`src/rtl/tdm_pkg.sv`:
```
// Shared types and constants for the 4-channel TDM serializer.
// Holds the FSM state encoding, last-beat index and mux select helper.
package tdm_pkg;

  typedef enum logic {
    ST_IDLE = 1'b0,
    ST_SEND = 1'b1
  } state_e;

  localparam logic [1:0] CNT_LAST = 2'd3;

  // Beat counter to channel index; MSB-first walks the word downwards.
  function automatic logic [1:0] mux_sel(
    input logic       lsb_first,
    input logic [1:0] cnt
  );
    return lsb_first ? cnt : ~cnt;
  endfunction

endpackage

```
`src/rtl/mux2to1.sv`:
```
// Gate-level 2:1 mux, y = s ? b : a.
// Ports: a_i, b_i data; s_i select; y_o output.
module mux2to1 (
  input  logic a_i,
  input  logic b_i,
  input  logic s_i,
  output logic y_o
);

  wire s_n;
  wire t_a;
  wire t_b;

  not u_inv (s_n, s_i);
  and u_and_a (t_a, a_i, s_n);
  and u_and_b (t_b, b_i, s_i);
  or  u_or (y_o, t_a, t_b);

endmodule

```
`src/rtl/mux4to1.sv`:
```
// 4:1 channel mux built as a two-level tree of 2:1 muxes.
// Ports: data_i[3:0] channel bits, sel_i[1:0] channel index, y_o bit.
module mux4to1 (
  input  logic [3:0] data_i,
  input  logic [1:0] sel_i,
  output logic       y_o
);

  logic lo;
  logic hi;

  mux2to1 u_lo (
    .a_i (data_i[0]),
    .b_i (data_i[1]),
    .s_i (sel_i[0]),
    .y_o (lo)
  );

  mux2to1 u_hi (
    .a_i (data_i[2]),
    .b_i (data_i[3]),
    .s_i (sel_i[0]),
    .y_o (hi)
  );

  mux2to1 u_top (
    .a_i (lo),
    .b_i (hi),
    .s_i (sel_i[1]),
    .y_o (y_o)
  );

endmodule

```
`src/rtl/tdm_serializer.sv`:
```
// 4-bit parallel word to 1-bit TDM stream, valid/ready on both sides.
// Ports: clk, rst_n, in_valid/in_data/in_ready, out_valid/out_ready,
// out_bit/out_sof/out_eof, busy.
import tdm_pkg::*;

module tdm_serializer #(
  parameter bit LSB_FIRST = 1'b1
) (
  input  logic       clk,
  input  logic       rst_n,
  input  logic       in_valid,
  input  logic [3:0] in_data,
  output logic       in_ready,
  output logic       out_valid,
  input  logic       out_ready,
  output logic       out_bit,
  output logic       out_sof,
  output logic       out_eof,
  output logic       busy
);

  state_e     state_q, state_d;
  logic [1:0] cnt_q, cnt_d;
  logic [3:0] hold_q, hold_d;
  logic       rdy_en_q;

  logic       in_hs;
  logic       out_hs;
  logic       last;
  logic [1:0] sel;

  assign last      = (cnt_q == CNT_LAST);
  assign busy      = (state_q == ST_SEND);
  assign out_valid = busy;

  // rdy_en_q keeps in_ready low until the first edge after reset.
  // In SEND only the last-beat handshake frees the hold register.
  assign in_ready = busy ? (last && out_ready) : rdy_en_q;

  assign in_hs   = in_valid && in_ready;
  assign out_hs  = out_valid && out_ready;
  assign out_sof = out_valid && (cnt_q == 2'd0);
  assign out_eof = out_valid && last;
  assign sel     = mux_sel(LSB_FIRST, cnt_q);

  mux4to1 u_mux (
    .data_i (hold_q),
    .sel_i  (sel),
    .y_o    (out_bit)
  );

  always_comb begin
    state_d = state_q;
    cnt_d   = cnt_q;
    hold_d  = hold_q;
    unique case (state_q)
      ST_IDLE: begin
        if (in_hs) begin
          hold_d  = in_data;
          cnt_d   = '0;
          state_d = ST_SEND;
        end
      end
      ST_SEND: begin
        if (out_hs) begin
          if (!last) begin
            cnt_d = cnt_q + 2'd1;
          end else if (in_hs) begin
            hold_d = in_data;
            cnt_d  = '0;
          end else begin
            cnt_d   = '0;
            state_d = ST_IDLE;
          end
        end
      end
    endcase
  end

  always_ff @(posedge clk or negedge rst_n) begin
    if (!rst_n) begin
      state_q  <= ST_IDLE;
      cnt_q    <= '0;
      hold_q   <= '0;
      rdy_en_q <= 1'b0;
    end else begin
      state_q  <= state_d;
      cnt_q    <= cnt_d;
      hold_q   <= hold_d;
      rdy_en_q <= 1'b1;
    end
  end

endmodule
```
`config.mk`:
```
export PLATFORM = sky130hd
export DESIGN_NAME = tdm_serializer
export DESIGN_NICKNAME = d
export VERILOG_FILES = /design/src/rtl/tdm_pkg.sv /design/src/rtl/mux2to1.sv /design/src/rtl/mux4to1.sv /design/src/rtl/tdm_serializer.sv
export SDC_FILE = /design/constraint.sdc
export NUM_CORES = 1
export LEC_CHECK = 0
export CORE_MARGIN = 5
export CORE_UTILIZATION = 29
export DETAILED_ROUTE_END_ITERATION = 8
export GPL_TIMING_DRIVEN = 1
export PLACE_DENSITY = 0.54
export REMOVE_ABC_BUFFERS = 1
export SLEW_MARGIN = 20
export SYNTH_ARGS = -nofsm -noshare
export SYNTH_HDL_FRONTEND = slang
export SYNTH_SLANG_ARGS = --single-unit
```
`constraint.sdc`:
```
create_clock -name clk -period 3.3 [get_ports clk]
set_clock_uncertainty 0.1 [all_clocks]
set_input_delay 0.825 -clock clk [delete_from_list [all_inputs] [get_ports clk]]
set_output_delay 0.825 -clock clk [all_outputs]
set_load 0.05 [all_outputs]
```
==> results of run 1 <==
-- logic make-up after synthesis --
| kind of cell | after synthesis | synth area share (%) |
|---|---|---|
| fa+ha+maj | 2 | 5.54 |
| flops | 8 | 44.3 |
| other cells | 1 | 0.830 |
| compound gates | 4 | 8.31 |
| simple gates | 11 | 16.1 |
| mux | 5 | 18.3 |
| buf+inv | 5 | 6.65 |
-- power breakdown --
part	total (mW)	leakage [nW]	switching, mW	internal (mW)
Clock	0.0722	0.0138	0.0308	0.0414
Sequential	0.187	0.0949	0.0452	0.141
Combinational	0.375	0.173	0.203	0.171
Total	0.634	0.282	0.279	0.354
-- Yosys cell counts (all sizes together) --
master,count
mux2,4
buf,2
inv,3
o21ai,2
a21o,1
nand2,4
nand3b,1
ha,2
o31ai,1
nand3,4
dfrtp,8
and2,2
mux4,1
conb,1
-- sequential cells by signal, indices dropped and copies added, names as in the netlist --
name,flops
busy,1
cnt_q,2
hold_q,4
rdy_en_q,1
-- per-stage QoR --
step	utilization [%]	setup WS, ps
4_1_cts	41.3	436
6_report	41.3	463
3_5_place_dp	39.8	599
5_1_grt	41.3	419
2_1_floorplan	-	292
3_3_place_gp	39.8	607
-- layer usage --
layer	up-vias	routed length, um	global-route usage (%)
li1	151	-	-
met1	146	327	7.92
met3	0	60	5.42
met5	-	0	0
met4	0	0	0
met2	9	361	10.1
-- cell type report --
cell class                 instances  area [um2]  share of cell area (%)
clock buffer                       3        22.5                    3.66
inverter                           3        11.3                    1.83
multi-input combinational         23         221                    36.0
sequential                         8         200                    32.5
tap                               16        20.0                    3.25
timing repair buffer              13         140                    22.8
-- how the worst max path moves through the flow --
stage	from	to	slack, ps	cells past startpoint
2_1_floorplan	busy	in_ready	290	1
3_3_place_gp	out_ready	in_ready	610	4
3_5_place_dp	out_ready	in_ready	600	4
4_1_cts	cnt_q[0]	out_bit	440	2
5_1_grt	cnt_q[0]	out_bit	420	2
6_report	cnt_q[0]	out_bit	460	2
==> flow_summary.ini, run 1 <==
[power]
power-per-cell-area_nw_per_um2 = 1030
vdd_drop_max_mv = 0.405
power_mw = 0.634
power_leakage_nw = 0.282

[die]
placeableCoreArea_um2 = 1490
chipHeight_um = 49.5
floorplan.initialDensity_pct = 30.3
floorplan.rows = 14
dieWidth_um = 49.5
top_level_ports = 14
floorplan.die_area_um2 = 2450

[worst_setup_path]
crit_slowest_cell = sky130_fd_sc_hd__clkdlybuf4s50_1
crit_family = buffers and inverters
worstPathCellList = mux4_2, clkdlybuf4s50_1
reg2reg_slack_ps = 1700
worst-r2r-cell-count = 4
worstPathRequired_ps = 2370
critPathArrivalTime_ps = 1910
crit_path_end_kind = primary output
critical_path.max_stage_delay_ps = 710
critical_path_peak_fanout = 5
timing.critical_path.buf_inv = 1
r2r_start = cnt_q[0]
critPathKind = reg -> out
crit_path_start_kind = register
r2r_end = hold_q[2]

[yosys]
synth.cell_area_um2 = 452
fraction_of_the_yosys_area_taken_by_sequential_cells_pct = 44.3
ys_seq_elements = 8
yosysTopAreaCellShare_pct = 44.3
yosys.cell_types.count = 17
yosys_warnings = 0
yosysTopAreaCell = sky130_fd_sc_hd__dfrtp_1
post_synthesis_instance_total = 36
yosys-top-cells-area = sky130_fd_sc_hd__dfrtp_1 (44%), sky130_fd_sc_hd__mux2_4 (13%), sky130_fd_sc_hd__ha_1 (5.5%)
synthesis.area_per_instance_um2 = 12.5

[cells_and_area]
most-common-layout-cells = sky130_fd_sc_hd__clkdlybuf4s50_1 (12), sky130_fd_sc_hd__dfrtp_1 (8), sky130_fd_sc_hd__nand3_1 (4), sky130_fd_sc_hd__mux2_4 (4)
post-route-cell-area_um2 = 616
num-nets-final = 62
area_growth_pct = 36.3
fillCellCount = 149
drive_gt1_share_pct = 28.0
fin_cells = 66
layout.cells.most_common = sky130_fd_sc_hd__clkdlybuf4s50_1
antenna_cells = 0

[route]
remaining_drc_errors = 0
vias = 306
drt_wl_total_um = 749
firstDrtPassIters = 2
drt.antenna.violating_nets = 0
detail_route.wl_per_cell_um = 11.3
vias_per_cell = 4.64
iteration_0_drc_markers = 1

[timing]
timing_max_transition_violations_final = 0
achievable-frequency_mhz = 353
fin_setup_tns_ps = 0
timing.final.crit_share_pct = 86.0
layout_min_cycle_time_ps = 2840
rsz0062_at_grt = no
final.hold.worst_slack_ps = 411
finalHoldViolCount = 0
finalSetupViolations = 0

[clock_tree]
post_cts.resized_instances = 0
ctsRootBufferMaster = sky130_fd_sc_hd__clkbuf_4
clock_tree.buffer_depth = 2
post_cts_buffers = 0
worstSkewPairLatency_ps = 250
h-tree-depth = 1
reg_clk_slew_reported_paths_ps = 50
tritoncts_num_sinks = 8
tritoncts_clock_tree = done
numCtsBuffers = 3
cts.hold.buffers_added = 0

[job]
maxCapViolCount = 0

[hold_path]
min_path_type = reg -> reg
hold-path-cell-count = 1
min_from = hold_q[1]
worst_hold_path_ep = hold_q[1]

[global_route]
gr-total-overflow = 0
number_of_global_route_vias_before_repair = 288
grt_first_pass_wirelength_mm = 1.25
largest_net_degree_at_the_start_of_global_routing = 12
grt_antenna_before_repair = 0
track_usage_pct = 6.69

[placement]
dp.cells = 63
portBuffers = 13
cell_area_placed_um2 = 593
gp_congestion = 0.653
dp_hpwl_um = 610

[outcome]
run_status = complete, no violations
Power figures use the tool's default switching activity.
==> run 2: changes to the inputs <==
--- a/config.mk
+++ b/config.mk
@@ -10,4 +10,5 @@
 export DETAILED_ROUTE_END_ITERATION = 8
 export GPL_TIMING_DRIVEN = 1
+export HOLD_SLACK_MARGIN = 0.06
 export PLACE_DENSITY = 0.54
 export REMOVE_ABC_BUFFERS = 1
==> constraint.sdc (replaced) <==
create_clock -name clk -period 3.3 [get_ports clk]
set_clock_uncertainty 0.1 [all_clocks]
set_input_delay 0.825 -clock clk [delete_from_list [all_inputs] [get_ports clk]]
set_output_delay 0.825 -clock clk [all_outputs]
set_load 0.02 [all_outputs]
==> run 2 against run 1 <==
- power is 16% lower
- sequential share of layout area grew 0.54 points
- first-iteration DRC count fell by 100%
- final cell count did not move
- register-to-register slack gained 20 ps
- routed wire length is 2.0% lower
- die area did not move
- critical path type is now in -> out
- critical path depth is 2 higher
- setup slack got worse by 220 ps
- flip-flop and latch count unchanged
- highest routed layer unchanged
- via count fell by 4.2%
- core utilization shrank 0.67 points
==> flow_summary.ini, run 2 (synthesized netlist as in run 1, its figures left out) <==
[job]
maxCapViolCount = 0

[route]
vias_per_cell = 4.44
drt.antenna.violating_nets = 0
detail_route.wl_per_cell_um = 11.1
remaining_drc_errors = 0
iteration_0_drc_markers = 0
firstDrtPassIters = 1
drt_wl_total_um = 734
vias = 293

[global_route]
track_usage_pct = 6.88
number_of_global_route_vias_before_repair = 303
grt_antenna_before_repair = 0
largest_net_degree_at_the_start_of_global_routing = 12
gr-total-overflow = 0
grt_first_pass_wirelength_mm = 1.28

[die]
placeableCoreArea_um2 = 1490
floorplan.initialDensity_pct = 30.3
dieWidth_um = 49.5
floorplan.die_area_um2 = 2450
chipHeight_um = 49.5
floorplan.rows = 14
top_level_ports = 14

[cells_and_area]
biggestRegsByFlops = hold_q (4), cnt_q (2)
final_util_pct = 40.7
area_growth_pct = 34.1
fillCellCount = 144
num-nets-final = 62
antenna_cells = 0
multiInputGateArea_um2 = 221
max_flop_register = hold_q
drive_gt1_share_pct = 26.0
seqCellArea_um2 = 200
post-route-cell-area_um2 = 606
layout.cells.most_common = sky130_fd_sc_hd__clkdlybuf4s50_1
most-common-layout-cells = sky130_fd_sc_hd__clkdlybuf4s50_1 (13), sky130_fd_sc_hd__dfrtp_1 (8), sky130_fd_sc_hd__nand3_1 (4), sky130_fd_sc_hd__mux2_4 (4)
largest_register_ff_count = 4

[clock_tree]
reg_clk_slew_reported_paths_ps = 50
tritoncts_clock_tree = done
tritoncts_num_sinks = 8
h-tree-depth = 1
cts.hold.buffers_added = 0
ctsRootBufferMaster = sky130_fd_sc_hd__clkbuf_4
post_cts_buffers = 0
clock_tree.buffer_depth = 2
post_cts.resized_instances = 0
worstSkewPairLatency_ps = 250
numCtsBuffers = 3

[worst_setup_path]
r2r_start = cnt_q[0]
timing.critical_path.buf_inv = 2
worst-r2r-cell-count = 4
critPathKind = in -> out
reg2reg_slack_ps = 1720
worstPathRequired_ps = 2370
crit_path_end_kind = primary output
critPathArrivalTime_ps = 2130
critical_path.max_stage_delay_ps = 620
crit_path_start_kind = primary input
critical_path.endpoint = in_ready
crit_family = buffers and inverters
crit_top_cell = sky130_fd_sc_hd__clkdlybuf4s50_1
r2r_end = hold_q[2]
critical_path.startpoint = out_ready
critical_path_peak_fanout = 4
critical_path_cell_count = 4
crit_slowest_cell = sky130_fd_sc_hd__clkdlybuf4s50_1
worstPathCellList = clkdlybuf4s50_1, nand3_1, o21ai_0, clkdlybuf4s50_1

[placement]
place_worst_setup_slack_ps = 231
dp_hpwl_um = 597
cell_area_placed_um2 = 583
gp_congestion = 0.611
portBuffers = 13

[timing]
timing.final.crit_share_pct = 92.6
finalSetupViolations = 0
fin_setup_tns_ps = 0
timing_max_transition_violations_final = 0
post-route-worst-setup-slack_ps = 243
rsz0062_at_grt = no
finalHoldViolCount = 0
achievable-frequency_mhz = 327
layout_min_cycle_time_ps = 3060

[outcome]
run_status = complete, no violations

[power]
vdd_drop_max_mv = 0.311
power_leakage_nw = 0.277
power_mw = 0.533
power-per-cell-area_nw_per_um2 = 880

[hold_path]
min_path_type = reg -> reg
min_from = hold_q[1]
run 2: cell types whose count changed in the layout (fill, tap and decap cells not counted), sizes merged:
| cell | previous run | this run |
|---|---|---|
| buf | 1 | 0 |
| clkdlybuf4s50 | 12 | 13 |
run 2: metal layers:
metal	track usage, %	wire length, um	up-vias
met3	4.52	41	0
met1	8.29	340	138
li1	-	-	148
met4	0	0	0
met2	10.9	352	7
met5	0	0	-
run 2: per-stage QoR:
stage / hold WS [ps] / cells
2_1_floorplan: 376 / 34
3_3_place_gp: 398 / 63
3_5_place_dp: 397 / 63
4_1_cts: 412 / 66
5_1_grt: 423 / 66
6_report: 407 / 66
run 2: how the worst min path moves through the flow:
stage | to | slack (ps) | cells past startpoint
4_1_cts | hold_q[1] | 410 | 1
3_5_place_dp | hold_q[1] | 400 | 1
3_3_place_gp | hold_q[1] | 400 | 1
2_1_floorplan | hold_q[2] | 380 | 1
5_1_grt | hold_q[1] | 420 | 1
6_report | hold_q[1] | 410 | 1
run 2: power breakdown:
part	total (mW)	switching [mW]	leakage, nW	internal [mW]
Sequential	0.185	0.0440	0.0949	0.141
Clock	0.0717	0.0303	0.0138	0.0414
Combinational	0.276	0.113	0.168	0.163
run 2: worst register-to-register path, stage by stage (launching register included):
cell                      delay [ps]
sky130_fd_sc_hd__dfrtp_1         430
sky130_fd_sc_hd__ha_1            250
sky130_fd_sc_hd__nand2_2         100
sky130_fd_sc_hd__o21ai_4         260
sky130_fd_sc_hd__mux2_4          330
run 2: layout make-up:
| cell class | instances | share of cell area (%) |
|---|---|---|
| Clock buffer | 3 | 3.72 |
| Inverter | 3 | 1.86 |
| Multi-Input combinational cell | 23 | 36.6 |
| Sequential cell | 8 | 33.1 |
| Tap cell | 16 | 3.31 |
| Timing Repair Buffer | 13 | 21.5 |
